<file path="src/rtl/debug_dump_unit.sv">
// debug_dump_unit: serialises PC, register file and data memory
// into a little-endian byte stream for the UART transmitter.
module debug_dump_unit #(
  parameter int NB_DATA     = 32,
  parameter int N_BITS      = 8,
  parameter int NB_REG      = 5,
  parameter int N_REGISTER  = 32,
  parameter int NB_ADDR     = 7,
  parameter int N_MEM_WORDS = 128,
  parameter int NB_PC       = 7
) (
  input  logic               clock_i,
  input  logic               reset_i,
  input  logic               start_i,
  input  logic [2:0]         mask_i,
  input  logic               abort_i,
  input  logic [NB_PC-1:0]   pc_i,
  input  logic [NB_DATA-1:0] reg_data_i,
  input  logic [NB_DATA-1:0] mem_data_i,
  input  logic               tx_done_i,
  output logic               reg_sel_o,
  output logic [NB_REG-1:0]  reg_addr_o,
  output logic               mem_sel_o,
  output logic [NB_ADDR-1:0] mem_addr_o,
  output logic               tx_start_o,
  output logic [N_BITS-1:0]  tx_data_o,
  output logic               hold_o,
  output logic               busy_o,
  output logic               done_o
);

  localparam int N_BYTES = NB_DATA / N_BITS;
  localparam int NB_BCNT = (N_BYTES > 1) ? $clog2(N_BYTES) : 1;

  localparam logic [NB_BCNT-1:0] BYTE_LAST =
    NB_BCNT'(N_BYTES - 1);
  localparam logic [NB_REG-1:0]  REG_LAST  =
    NB_REG'(N_REGISTER - 1);
  localparam logic [NB_ADDR-1:0] MEM_LAST  =
    NB_ADDR'(N_MEM_WORDS - 1);

  typedef enum logic [2:0] {
    S_IDLE,
    S_HEADER,
    S_ADDR,
    S_MEM_WAIT,
    S_LOAD,
    S_SEND,
    S_WAIT_TX,
    S_DONE
  } state_t;

  typedef enum logic [1:0] {
    SEC_HDR,
    SEC_PC,
    SEC_REG,
    SEC_MEM
  } sect_t;

  state_t               state;
  state_t               state_n;
  sect_t                sect;
  sect_t                nx_sect;
  logic                 nx_valid;
  logic [2:0]           mask_q;
  logic [NB_REG-1:0]    reg_idx;
  logic [NB_ADDR-1:0]   mem_idx;
  logic [NB_BCNT-1:0]   bcnt;
  logic [NB_DATA-1:0]   word_q;
  logic [NB_DATA-1:0]   shreg;
  logic                 word_last;
  logic                 idx_more;
  logic                 leave;

  // first enabled section after the current one
  always_comb begin
    nx_valid = 1'b0;
    nx_sect  = SEC_PC;
    unique case (sect)
      SEC_HDR: begin
        if (mask_q[0]) begin
          nx_valid = 1'b1;
          nx_sect  = SEC_PC;
        end else if (mask_q[1]) begin
          nx_valid = 1'b1;
          nx_sect  = SEC_REG;
        end else if (mask_q[2]) begin
          nx_valid = 1'b1;
          nx_sect  = SEC_MEM;
        end
      end
      SEC_PC: begin
        if (mask_q[1]) begin
          nx_valid = 1'b1;
          nx_sect  = SEC_REG;
        end else if (mask_q[2]) begin
          nx_valid = 1'b1;
          nx_sect  = SEC_MEM;
        end
      end
      SEC_REG: begin
        if (mask_q[2]) begin
          nx_valid = 1'b1;
          nx_sect  = SEC_MEM;
        end
      end
      default: begin
        nx_valid = 1'b0;
      end
    endcase
  end

  assign word_last = (sect == SEC_HDR) || (bcnt == BYTE_LAST);

  assign idx_more =
    ((sect == SEC_REG) && (reg_idx != REG_LAST)) ||
    ((sect == SEC_MEM) && (mem_idx != MEM_LAST));

  // abort cancels any active dump, beating tx_done in the same cycle
  assign leave = abort_i && (state != S_IDLE);

  // state register
  always_ff @(posedge clock_i or negedge reset_i) begin
    if (!reset_i) begin
      state <= S_IDLE;
    end else begin
      state <= state_n;
    end
  end

  // next-state decode
  always_comb begin
    state_n = state;
    if (leave) begin
      state_n = S_IDLE;
    end else begin
      unique case (state)
        S_IDLE: begin
          if (start_i && !abort_i) state_n = S_HEADER;
        end
        S_HEADER: begin
          state_n = S_SEND;
        end
        S_ADDR: begin
          if (sect == SEC_MEM) state_n = S_MEM_WAIT;
          else                 state_n = S_LOAD;
        end
        S_MEM_WAIT: begin
          state_n = S_LOAD;
        end
        S_LOAD: begin
          state_n = S_SEND;
        end
        S_SEND: begin
          state_n = S_WAIT_TX;
        end
        S_WAIT_TX: begin
          if (tx_done_i) begin
            if (!word_last)
              state_n = S_SEND;
            else if (idx_more || nx_valid)
              state_n = S_ADDR;
            else
              state_n = S_DONE;
          end
        end
        S_DONE: begin
          state_n = S_IDLE;
        end
        default: begin
          state_n = S_IDLE;
        end
      endcase
    end
  end

  // section/index/byte bookkeeping and word shift register
  always_ff @(posedge clock_i or negedge reset_i) begin
    if (!reset_i) begin
      mask_q  <= '0;
      sect    <= SEC_HDR;
      reg_idx <= '0;
      mem_idx <= '0;
      bcnt    <= '0;
      word_q  <= '0;
      shreg   <= '0;
    end else if (leave || (state == S_DONE)) begin
      mask_q  <= '0;
      sect    <= SEC_HDR;
      reg_idx <= '0;
      mem_idx <= '0;
      bcnt    <= '0;
      word_q  <= '0;
      shreg   <= '0;
    end else begin
      unique case (state)
        S_IDLE: begin
          if (start_i && !abort_i) begin
            mask_q  <= mask_i;
            sect    <= SEC_HDR;
            reg_idx <= '0;
            mem_idx <= '0;
            bcnt    <= '0;
          end
        end
        S_HEADER: begin
          shreg <= NB_DATA'(mask_q);
        end
        S_ADDR: begin
          if (sect == SEC_PC)
            word_q <= NB_DATA'(pc_i);
          else if (sect == SEC_REG)
            word_q <= reg_data_i;
        end
        S_MEM_WAIT: begin
          word_q <= mem_data_i;
        end
        S_LOAD: begin
          shreg <= word_q;
          bcnt  <= '0;
        end
        S_WAIT_TX: begin
          if (tx_done_i) begin
            shreg <= shreg >> N_BITS;
            bcnt  <= bcnt + NB_BCNT'(1);
            if (word_last) begin
              if ((sect == SEC_REG) && (reg_idx != REG_LAST))
                reg_idx <= reg_idx + NB_REG'(1);
              else if ((sect == SEC_MEM) && (mem_idx != MEM_LAST))
                mem_idx <= mem_idx + NB_ADDR'(1);
              else if (nx_valid)
                sect <= nx_sect;
            end
          end
        end
        default: begin
          bcnt <= bcnt;
        end
      endcase
    end
  end

  assign busy_o = (state != S_IDLE) && (state != S_DONE);
  assign hold_o = busy_o;
  assign done_o = (state == S_DONE);

  assign tx_start_o = (state == S_SEND);
  assign tx_data_o  =
    ((state == S_SEND) || (state == S_WAIT_TX)) ?
    shreg[N_BITS-1:0] : '0;

  assign reg_sel_o  = busy_o && (sect == SEC_REG);
  assign mem_sel_o  = busy_o && (sect == SEC_MEM);
  assign reg_addr_o = reg_sel_o ? reg_idx : '0;
  assign mem_addr_o = mem_sel_o ? mem_idx : '0;

endmodule

</file>
<file path="config.mk">
export PLATFORM = sky130hd
export DESIGN_NAME = debug_dump_unit
export DESIGN_NICKNAME = d
export VERILOG_FILES = /design/src/rtl/debug_dump_unit.sv
export SDC_FILE = /design/constraint.sdc
export NUM_CORES = 1
export LEC_CHECK = 0
export ABC_AREA = 1
export CORE_UTILIZATION = 30
export DETAILED_ROUTE_END_ITERATION = 6
export PLACE_DENSITY = 0.63
export SETUP_SLACK_MARGIN = 0.05
export SYNTH_ARGS = -nofsm -noshare
export SYNTH_HDL_FRONTEND = slang
export SYNTH_SLANG_ARGS = --single-unit
export TNS_END_PERCENT = 20
</file>
<file path="constraint.sdc">
create_clock -name clock_i -period 2.8 [get_ports clock_i]
set_input_delay 0.56 -clock clock_i [delete_from_list [all_inputs] [get_ports clock_i]]
set_output_delay 0.56 -clock clock_i [all_outputs]
set_load 0.01 [all_outputs]
</file>
# Word level (Yosys, flattened, before mapping)
# Index checks and enable logic that the tools add are counted.
dict set report classes {
  add_sub_neg 3
  n_mul 0
  n_div 0
  magnitude_cmp 0
  eq_ne 25
  shift 0
  mux 52
  bitwise_logic 0
  reduce_logical 31
}
# op count
set ops {}
lappend ops {{$mux 32} 5}
lappend ops {{$pmux 32 s3} 1}
lappend ops {{$pmux 32 s2} 1}
lappend ops {{$mux 7} 7}
lappend ops {{$ne 3x3->1 const B} 11}
lappend ops {{$mux 5} 6}
lappend ops {{$mux 3} 9}
lappend ops {{$mux 2} 12}
lappend ops {{$pmux 3 s7} 1}
lappend ops {{$pmux 7 s2} 1}
lappend ops {{$eq 3x3->1 const B} 4}
lappend ops {{$pmux 2 s3} 2}
lappend ops {{$pmux 5 s2} 1}
lappend ops {{$reduce_bool 3->1} 3}
lappend ops {{$mux 8} 1}
lappend ops {{$reduce_and 2->1} 4}
lappend ops {{$reduce_bool 4->1} 2}
lappend ops {{$add 7x1->7 const B} 1}
lappend ops {{$logic_and 1x1->1} 7}
lappend ops {{$ne 7x7->1 const B} 1}
lappend ops {{$reduce_and 7->1} 1}
lappend ops {{$eq 2x2->1 const B} 3}
lappend ops {{$eq 3x2->1 const B} 2}
lappend ops {{$reduce_and 6->1} 1}
lappend ops {{17 further kinds} 24}
dict set report totals {
  reg_bits 86
  latch_bits 0
  ramBits 0
  rom_bits 0
  input_bits 79
  output_inout_bits 26
  elab_cells 119
  n_memories 0
}

# Depth between registers and ports, before layout
# Gate-level depths: netlist (run 1).
dict set report logic_depth {
  ltp_word 11
  depth_mapped 12
  ltp_nobuf 12
}

# Least setup slack after synthesis (run 1)
# OpenSTA, ideal clock, no wires.
dict set report synth_timing {
  path_kind {flip-flop to output port}
  startpoint {register state[0]}
  endpoint {output mem_addr_o[0]}
  t_arrival_ns 1.579
  t_required_ns 2.240
  path_slack_ns 0.661
  path_stages_with_launch 8
  n_path_buf 0
  cell_sequence {dfrtp_1 -> nand3_1 -> inv_1 -> nor2_1 -> inv_1 -> nor2_1 -> inv_1 -> nor2_1}
}
dict set report synth_between {
  elab_chain_cells 4
  word_cells_on_any_way 5
  classes_between {eq/ne: 1; mux: 1; reduce/logical: 3}
}
# element line_no
set synth_rtl {}
lappend synth_rtl {{start, declared} 60} ;# state_t state;
lappend synth_rtl {{start signal, assigned} 127} ;# state <= state_n;
lappend synth_rtl {{$ne 3x3->1 or $reduce_bool 3->1 (tied branches)} 243} ;# assign busy_o = (state != S_IDLE) && (state != S_DONE);
lappend synth_rtl {{$logic_and 1x1->1 (*)} 243}
lappend synth_rtl {{via busy_o} 28} ;# output logic busy_o,
lappend synth_rtl {{$logic_and 1x1->1 (*)} 253} ;# assign mem_sel_o = busy_o && (sect == SEC_MEM);
lappend synth_rtl {{via mem_sel_o} 23} ;# output logic mem_sel_o,
lappend synth_rtl {{$mux 7 (*)} 255} ;# assign mem_addr_o = mem_sel_o ? mem_idx : '0;
lappend synth_rtl {{end, declared} 24} ;# output logic [NB_ADDR-1:0] mem_addr_o,
# Mark *: on every way through the listed nets, which the timed path passes. The rest lies on a longest branch.

# Final worst setup path (run 1)
dict set report layout_timing {
  startpoint {register state[1]}
  endpoint {output tx_data_o[3]}
}
dict set report layout_between {
  elab_chain_cells 3
  word_cells_on_any_way 4
  classes_between {eq/ne: 2; mux: 1; reduce/logical: 1}
}
# element line_no
set layout_rtl {}
lappend layout_rtl {{$eq 3x3->1} 249} ;# ((state == S_SEND) || (state == S_WAIT_TX)) ?
lappend layout_rtl {{$logic_or 1x1->1 (*)} 249}
lappend layout_rtl {{$mux 8 (*)} 249}
lappend layout_rtl {{end, declared} 26} ;# output logic [N_BITS-1:0] tx_data_o,
# Every way passes the cells marked *; elsewhere a longest branch is shown, timed or not.

==> results of run 1 <==
-- flip-flops by register name, indices dropped and copies added (netlist names) --
name / cells
bcnt: 2
mask_q: 3
mem_idx: 7
reg_idx: 5
sect: 2
shreg: 32
state: 3
word_q: 32
-- logic make-up (layout without fill, tap and decap cells) --
logic type | after synthesis | after routing | share of synthesized area [%]
simple gates | 243 | 243 | 23.7
compound gates | 153 | 153 | 20.5
buf+inv | 137 | 238 | 11.8
flops | 86 | 86 | 42.9
fa+ha+maj | 4 | 4 | 0.999
-- cell type report --
class,count,share of cell area (%)
Clock inverter,6,0.684
Tap cell,216,4.10
Timing Repair Buffer,117,18.4
Clock buffer,10,3.48
Multi-Input combinational cell,400,34.6
Sequential cell,86,32.7
Inverter,105,6.02
-- cell usage in the layout (no fill, tap or decap), drive strengths merged --
| cell type | count |
|---|---|
| o221ai | 2 |
| ha | 4 |
| nand3 | 35 |
| a211oi | 3 |
| clkinvlp | 3 |
| nand2 | 154 |
| clkbuf | 10 |
| o21bai | 1 |
| inv | 107 |
| dlymetal6s2s | 14 |
| clkinv | 1 |
| o2111ai | 1 |
| nor2 | 43 |
| o31ai | 2 |
| buf | 14 |
| o21ai | 80 |
| or2 | 1 |
| clkdlybuf4s50 | 89 |
| nor3b | 1 |
| o22ai | 61 |
| dfrtp | 86 |
| a21oi | 3 |
| nand4 | 9 |
-- repair_timing --
item                       4_1_cts  5_1_grt
setup endpoints to repair       21       15
gates resized for setup          6       17
setup buffers                    1        0
-- path summary, 6_finish.rpt --
path                                           start                endpoint  cells past startpoint
worst max-delay path            state[1]$_DFFE_PN0P_            tx_data_o[3]                      8
worst min-delay path                         reset_i    shreg[7]$_DFFE_PN0P_                      1
worst max register to register  state[0]$_DFFE_PN0P_    shreg[1]$_DFFE_PN0P_                     11
worst min register to register  shreg[0]$_DFFE_PN0P_    shreg[0]$_DFFE_PN0P_                      2
max in group asynchronous                    reset_i  word_q[11]$_DFFE_PN0P_                      2
min in group clock_i            shreg[0]$_DFFE_PN0P_    shreg[0]$_DFFE_PN0P_                      2
-- per-stage QoR --
step	utilization (%)	instance area, um2	hold slack, ps	setup WS, ps
finish	40.9	6590	247	172
floorplan	-	5010	264	661
detailed placement	38.8	6250	482	240
global placement	38.8	6250	472	322
CTS	40.6	6540	270	51.3
global route	40.9	6590	309	8.61
-- power by group through the flow --
stage	logic, mW	registers, mW	clock network (mW)
finish	1.30	1.35	1.12
global route	1.44	1.36	1.20
CTS	1.29	1.35	1.15
detailed placement	1.27	1.38	0
global placement	1.26	1.37	0
floorplan	0.975	1.37	0
-- routing by layer --
layer	vias to the layer above	track usage (%)	share of wire, %
met5	-	0	0
met4	0	5.42	1.6
met3	17	3.16	4.1
met2	84	26.6	48
met1	2024	20.4	46
li1	2229	-	-
==> flow_summary.ini, run 1 <==
[place]
hpwl_mm = 9.18
placed_cells = 923
port_buffers = 104
gp_congestion = 0.847

[job]
drv_cap = 0

[sta]
max-slew-margin-rel_pct = 55.6
finalHoldViolCount = 0
worst-slew-pin-transition_ps = 665
fin_crit_sh_pct = 93.9
rsz0062_at_grt = yes
finalMaxSlewViolations = 0
setup_viol = 0
fmax_mhz = 380
finalClockSkew_ps = 8.38
period_minus_slack_ps = 2630
final.setup.tns_ps = 0

[synthesis]
synth_area_leaders = dfrtp_1 (43%), nand2_1 (10%), inv_1 (7.6%), o22ai_1 (6.6%), o21ai_2 (5.1%)
synth-main-ff-cell = dfrtp_1
avgSynthCellArea_um2 = 8.04
synthesis.nets = 706
synth-edff-count = 0
yosys.area.top_type_share_pct = 42.9
yosysUniqueCellTypes = 32
synth.most_common_cell = nand2_1
synth-seq-cells = 86
synth_common_cells = nand2_1 (139), inv_1 (101), dfrtp_1 (86)
ys_seq_area_share_pct = 42.9
synth_top_cell_by_area = dfrtp_1
async_flop_share_pct = 100
syn_inst = 623
syn_area_um2 = 5010
yosys_warnings = 0

[floorplan]
design.core.area_um2 = 16100
die_x_um = 131
ios = 105
initial_core_util_pct = 31.1
dieArea_um2 = 17200
die_h_um = 131
rows = 46

[critical_path]
cp_cell_sequence = inv_2, nand2_1, nor2_2, inv_1, nand2_1, inv_2, nor2_1, clkdlybuf4s50_1
r2r_slack_ps = 700
cp.arrival_ps = 2070
crit_slowest_cell = clkdlybuf4s50_1
cp_max_fo = 8
required_ps = 2240
crit_type = register to output pin
max_stage_delay_ps = 540
timing.critical_path.from_type = register
cp-end-kind = output pin
crit_family = buffers and inverters
crit_buf_inv = 4

[pwr]
power_frac_seq_pct = 35.9
combPwrFrac_pct = 34.4
swShare_pct = 37.4
p_per_area_nw_per_um2 = 572
switchingPower_mw = 1.41
p_int_mw = 2.36
ir_worst_vdd_uv = 370
clkPwrFrac_pct = 29.6
total_power_mw = 3.76
p_leak_nw = 3.09

[global_routing]
grt_start_max_net_pins = 51
grt_pass1_wl_mm = 22.0
grt_overflow = 0
antenna_found_initial = 0
grt_pass1_vias = 4374
grt.total_usage_pct = 15.9

[route]
drt_first_pass_iters = 4
wl_per_cell_um = 13.9
vias = 4354
drc = 0
wirelength_mm = 13.0
routed_via_density = 4.63
dr.first_iter.drc_count = 299
detail-route-antenna-nets = 0

[layout]
multi_input_area_um2 = 2280
fillers = 1653
final_nets = 802
area_growth_pct = 31.4
drive_gt1_share_pct = 16.9
ff_latch_area_um2 = 2160
instances_no_fill = 940
diodes = 0

[clocking]
insertion_delay_ps = 350
cts_buffers = 9
hold_buffers = 0
clk_pin_slew_ps = 60
cts_tree = yes
clockRootBuffer = clkbuf_16
cts_max_path_buffers = 2
clock-sinks = 86
ctsHtreeMaxLevel = 3

[min_path]
hold_path.class = input port to asynchronous set/reset pin

[run_status]
status = finished clean
No activity file was read; power rests on OpenSTA's default activity.
==> inputs of run 2 (changes only) <==
--- a/config.mk
+++ b/config.mk
@@ -5,7 +5,6 @@
 export SDC_FILE = /design/constraint.sdc
 export NUM_CORES = 1
 export LEC_CHECK = 0
-export ABC_AREA = 1
 export CORE_UTILIZATION = 30
 export DETAILED_ROUTE_END_ITERATION = 6
 export PLACE_DENSITY = 0.63
==> run 2 against run 1 <==
Hold slack better by 83 ps; utilization up 0.95 points; die area down 5.7%; count of clock-buffer cells in the layout down 1; non-clock buffer count up 12; maximum frequency down 1.9%; sequential power down 4%; clock skew up 0.68 ps; clock power up 9.8%; global-route usage up 0.30 points; setup slack worse by 51 ps; area after synthesis down 5.7%.
==> flow_summary.ini, run 2 <==
[synthesis]
synth_common_cells = dfrtp_1 (86), nand2_1 (75), a21oi_1 (48)
syn_inst = 521
yosysUniqueCellTypes = 48
synth_top_cell_by_area = dfrtp_1
yosys.area.top_type_share_pct = 45.6
async_flop_share_pct = 100
yosys_warnings = 0
synthesis.nets = 604
ys_seq_area_share_pct = 45.6
synth-seq-cells = 86
syn_area_um2 = 4720
synth-main-ff-cell = dfrtp_1
synth_area_leaders = dfrtp_1 (46%), mux2i_1 (7.0%), nand2_1 (6.0%), a21oi_1 (5.1%), o21ai_0 (4.9%)
synth-edff-count = 0
synth.most_common_cell = dfrtp_1
avgSynthCellArea_um2 = 9.07

[sta]
period_minus_slack_ps = 2680
rsz0062_at_grt = yes
max-slew-margin-rel_pct = 21.5
worst-slew-pin-transition_ps = 1180
whs_ps = 330
setup_viol = 0
fin_crit_sh_pct = 95.7
finalMaxSlewViolations = 0
fmax_mhz = 373
finalHoldViolCount = 0
final.setup.tns_ps = 0
finalClockSkew_ps = 9.06

[layout]
diodes = 0
top_regs = shreg (32), word_q (32), mem_idx (7)
mostFrequentLayoutCells = clkdlybuf4s50_1 (103), dfrtp_1 (85), nand2_1 (75)
drive_gt1_share_pct = 9.13
final_util_pct = 41.8
final_common_cell = clkdlybuf4s50_1
area_growth_pct = 35.1
final_nets = 702

[place]
hpwl_mm = 9.06
port_buffers = 104
gp_congestion = 0.829

[global_routing]
grt_overflow = 0
grt_pass1_vias = 4085
grt_pass1_wl_mm = 20.7
antenna_found_initial = 0
grt.total_usage_pct = 16.2
grt_start_max_net_pins = 71

[route]
dr.first_iter.drc_count = 210
wirelength_mm = 12.5
routed_via_density = 5.03
drc = 0
detail-route-antenna-nets = 0
drt_first_pass_iters = 4
vias = 4197
wl_per_cell_um = 15.0

[clocking]
clk_pin_slew_ps = 70
cts_max_path_buffers = 2
insertion_delay_ps = 340
ctsHtreeMaxLevel = 3
clock-sinks = 86
hold_buffers = 0
cts_tree = yes
cts_buffers = 9
clockRootBuffer = clkbuf_16

[pwr]
p_int_mw = 2.18
clkPwrFrac_pct = 41.6
combPwrFrac_pct = 14.5
power_frac_seq_pct = 43.9
swShare_pct = 26.3
p_leak_nw = 2.71
switchingPower_mw = 0.777
p_per_area_nw_per_um2 = 463
ir_worst_vdd_uv = 365

[floorplan]
design.core.area_um2 = 15300
die_h_um = 127
die_x_um = 127
ios = 105
dieArea_um2 = 16200
rows = 45
initial_core_util_pct = 31.0

[run_status]
status = finished clean

[critical_path]
max_stage_delay_ps = 540
timing.critical_path.from_type = register
cp_max_fo = 6
crit_slowest_cell = clkdlybuf4s50_1
cp.arrival_ps = 2120
required_ps = 2240
cp-end-kind = output pin
cp_cell_sequence = and3_2, nor3_2, buf_4, and2_1, clkdlybuf4s50_1
crit_type = register to output pin

[job]
drv_cap = 0

[min_path]
hold_path.class = input port to asynchronous set/reset pin
-- run 2: cell types whose count changed in the layout (fill, tap and decap cells not counted), moves of 31 or more --
cell | previous run | this run
inv_1 | 99 | 8
nand2_1 | 139 | 75
o22ai_1 | 53 | 2
a21oi_1 | 3 | 48
mux2i_1 | 0 | 33
o21ai_1 | 36 | 4
and3_1 | 0 | 31
o21ai_0 | 15 | 46
-- run 2: area by class of cell --
class                   count  area (um2)
flip-flops and latches     86        2150
clock buffers               9         225
multi-input cells         385        2380
inverters                   8        30.0
well taps                 211         264
fillers                  1535        8880
clock inverters             7        81.3
repair buffers            129        1250
-- run 2: final timing paths --
kind / startpoint / endpoint / slack, ps / cells past startpoint
setup / recovery: state[1]$_DFFE_PN0P_ / reg_addr_o[1] / 120 / 5
hold / removal: reset_i / shreg[7]$_DFFE_PN0P_ / 330 / 1
setup reg to reg: state[1]$_DFFE_PN0P_ / word_q[27]$_DFFE_PN0P_ / 520 / 4
hold reg to reg: shreg[4]$_DFFE_PN0P_ / shreg[4]$_DFFE_PN0P_ / 470 / 2
max in group asynchronous: reset_i / bcnt[1]$_DFFE_PN0P_ / 1770 / 2
min in group clock_i: shreg[4]$_DFFE_PN0P_ / shreg[4]$_DFFE_PN0P_ / 470 / 2
-- run 2: what timing repair did --
action                     CTS  global route
resized for setup            1             3
pin swaps                    1             0
setup buffers                3             3
setup endpoints to repair   11            19
-- run 2: cell families (layout without fill, tap and decap cells) --
logic type / Yosys count / count (layout) / share of synthesized area (%)
buf+inv: 50 / 153 / 5.17
fa+ha+maj: 4 / 4 / 1.06
flops: 86 / 86 / 45.6
mux: 33 / 33 / 6.99
simple gates: 181 / 181 / 19.2
compound gates: 166 / 166 / 21.9
xor+xnor: 1 / 1 / 0.185
-- run 2: worst max-delay path: cells and delay by family, from the launching register on --
kind / cells / cell delay, ps
buffers and inverters: 2 / 700
DFF: 1 / 450
and+or+nand+nor: 3 / 640
-- run 2: power groups by stage --
stage	Sequential (mW)	Clock (mW)	Combinational, mW
floorplan	1.31	0	0.221
global placement	1.32	0	0.417
detailed placement	1.32	0	0.423
CTS	1.30	1.25	0.429
global route	1.30	1.32	0.474
finish	1.30	1.23	0.428
-- run 2: metal layers --
metal	GRT usage (%)	part of all wire [%]	vias up
met5	0	0	-
met4	4.13	1.2	0
met3	3.94	5.0	13
met2	25.8	46	125
met1	22.0	48	1986
li1	-	-	2073
-- run 2: metrics by stage --
| step | worst slack, ps | cell area [um2] | cells | power (mW) |
|---|---|---|---|---|
| finish | 121 | 6380 | 835 | 2.95 |
| global route | 37.0 | 6380 | 835 | 3.09 |
| global placement | 223 | 6020 | 813 | 1.74 |
| detailed placement | 121 | 6020 | 813 | 1.74 |
| floorplan | 513 | 4720 | 521 | 1.53 |
| CTS | 66.1 | 6350 | 832 | 2.98 |
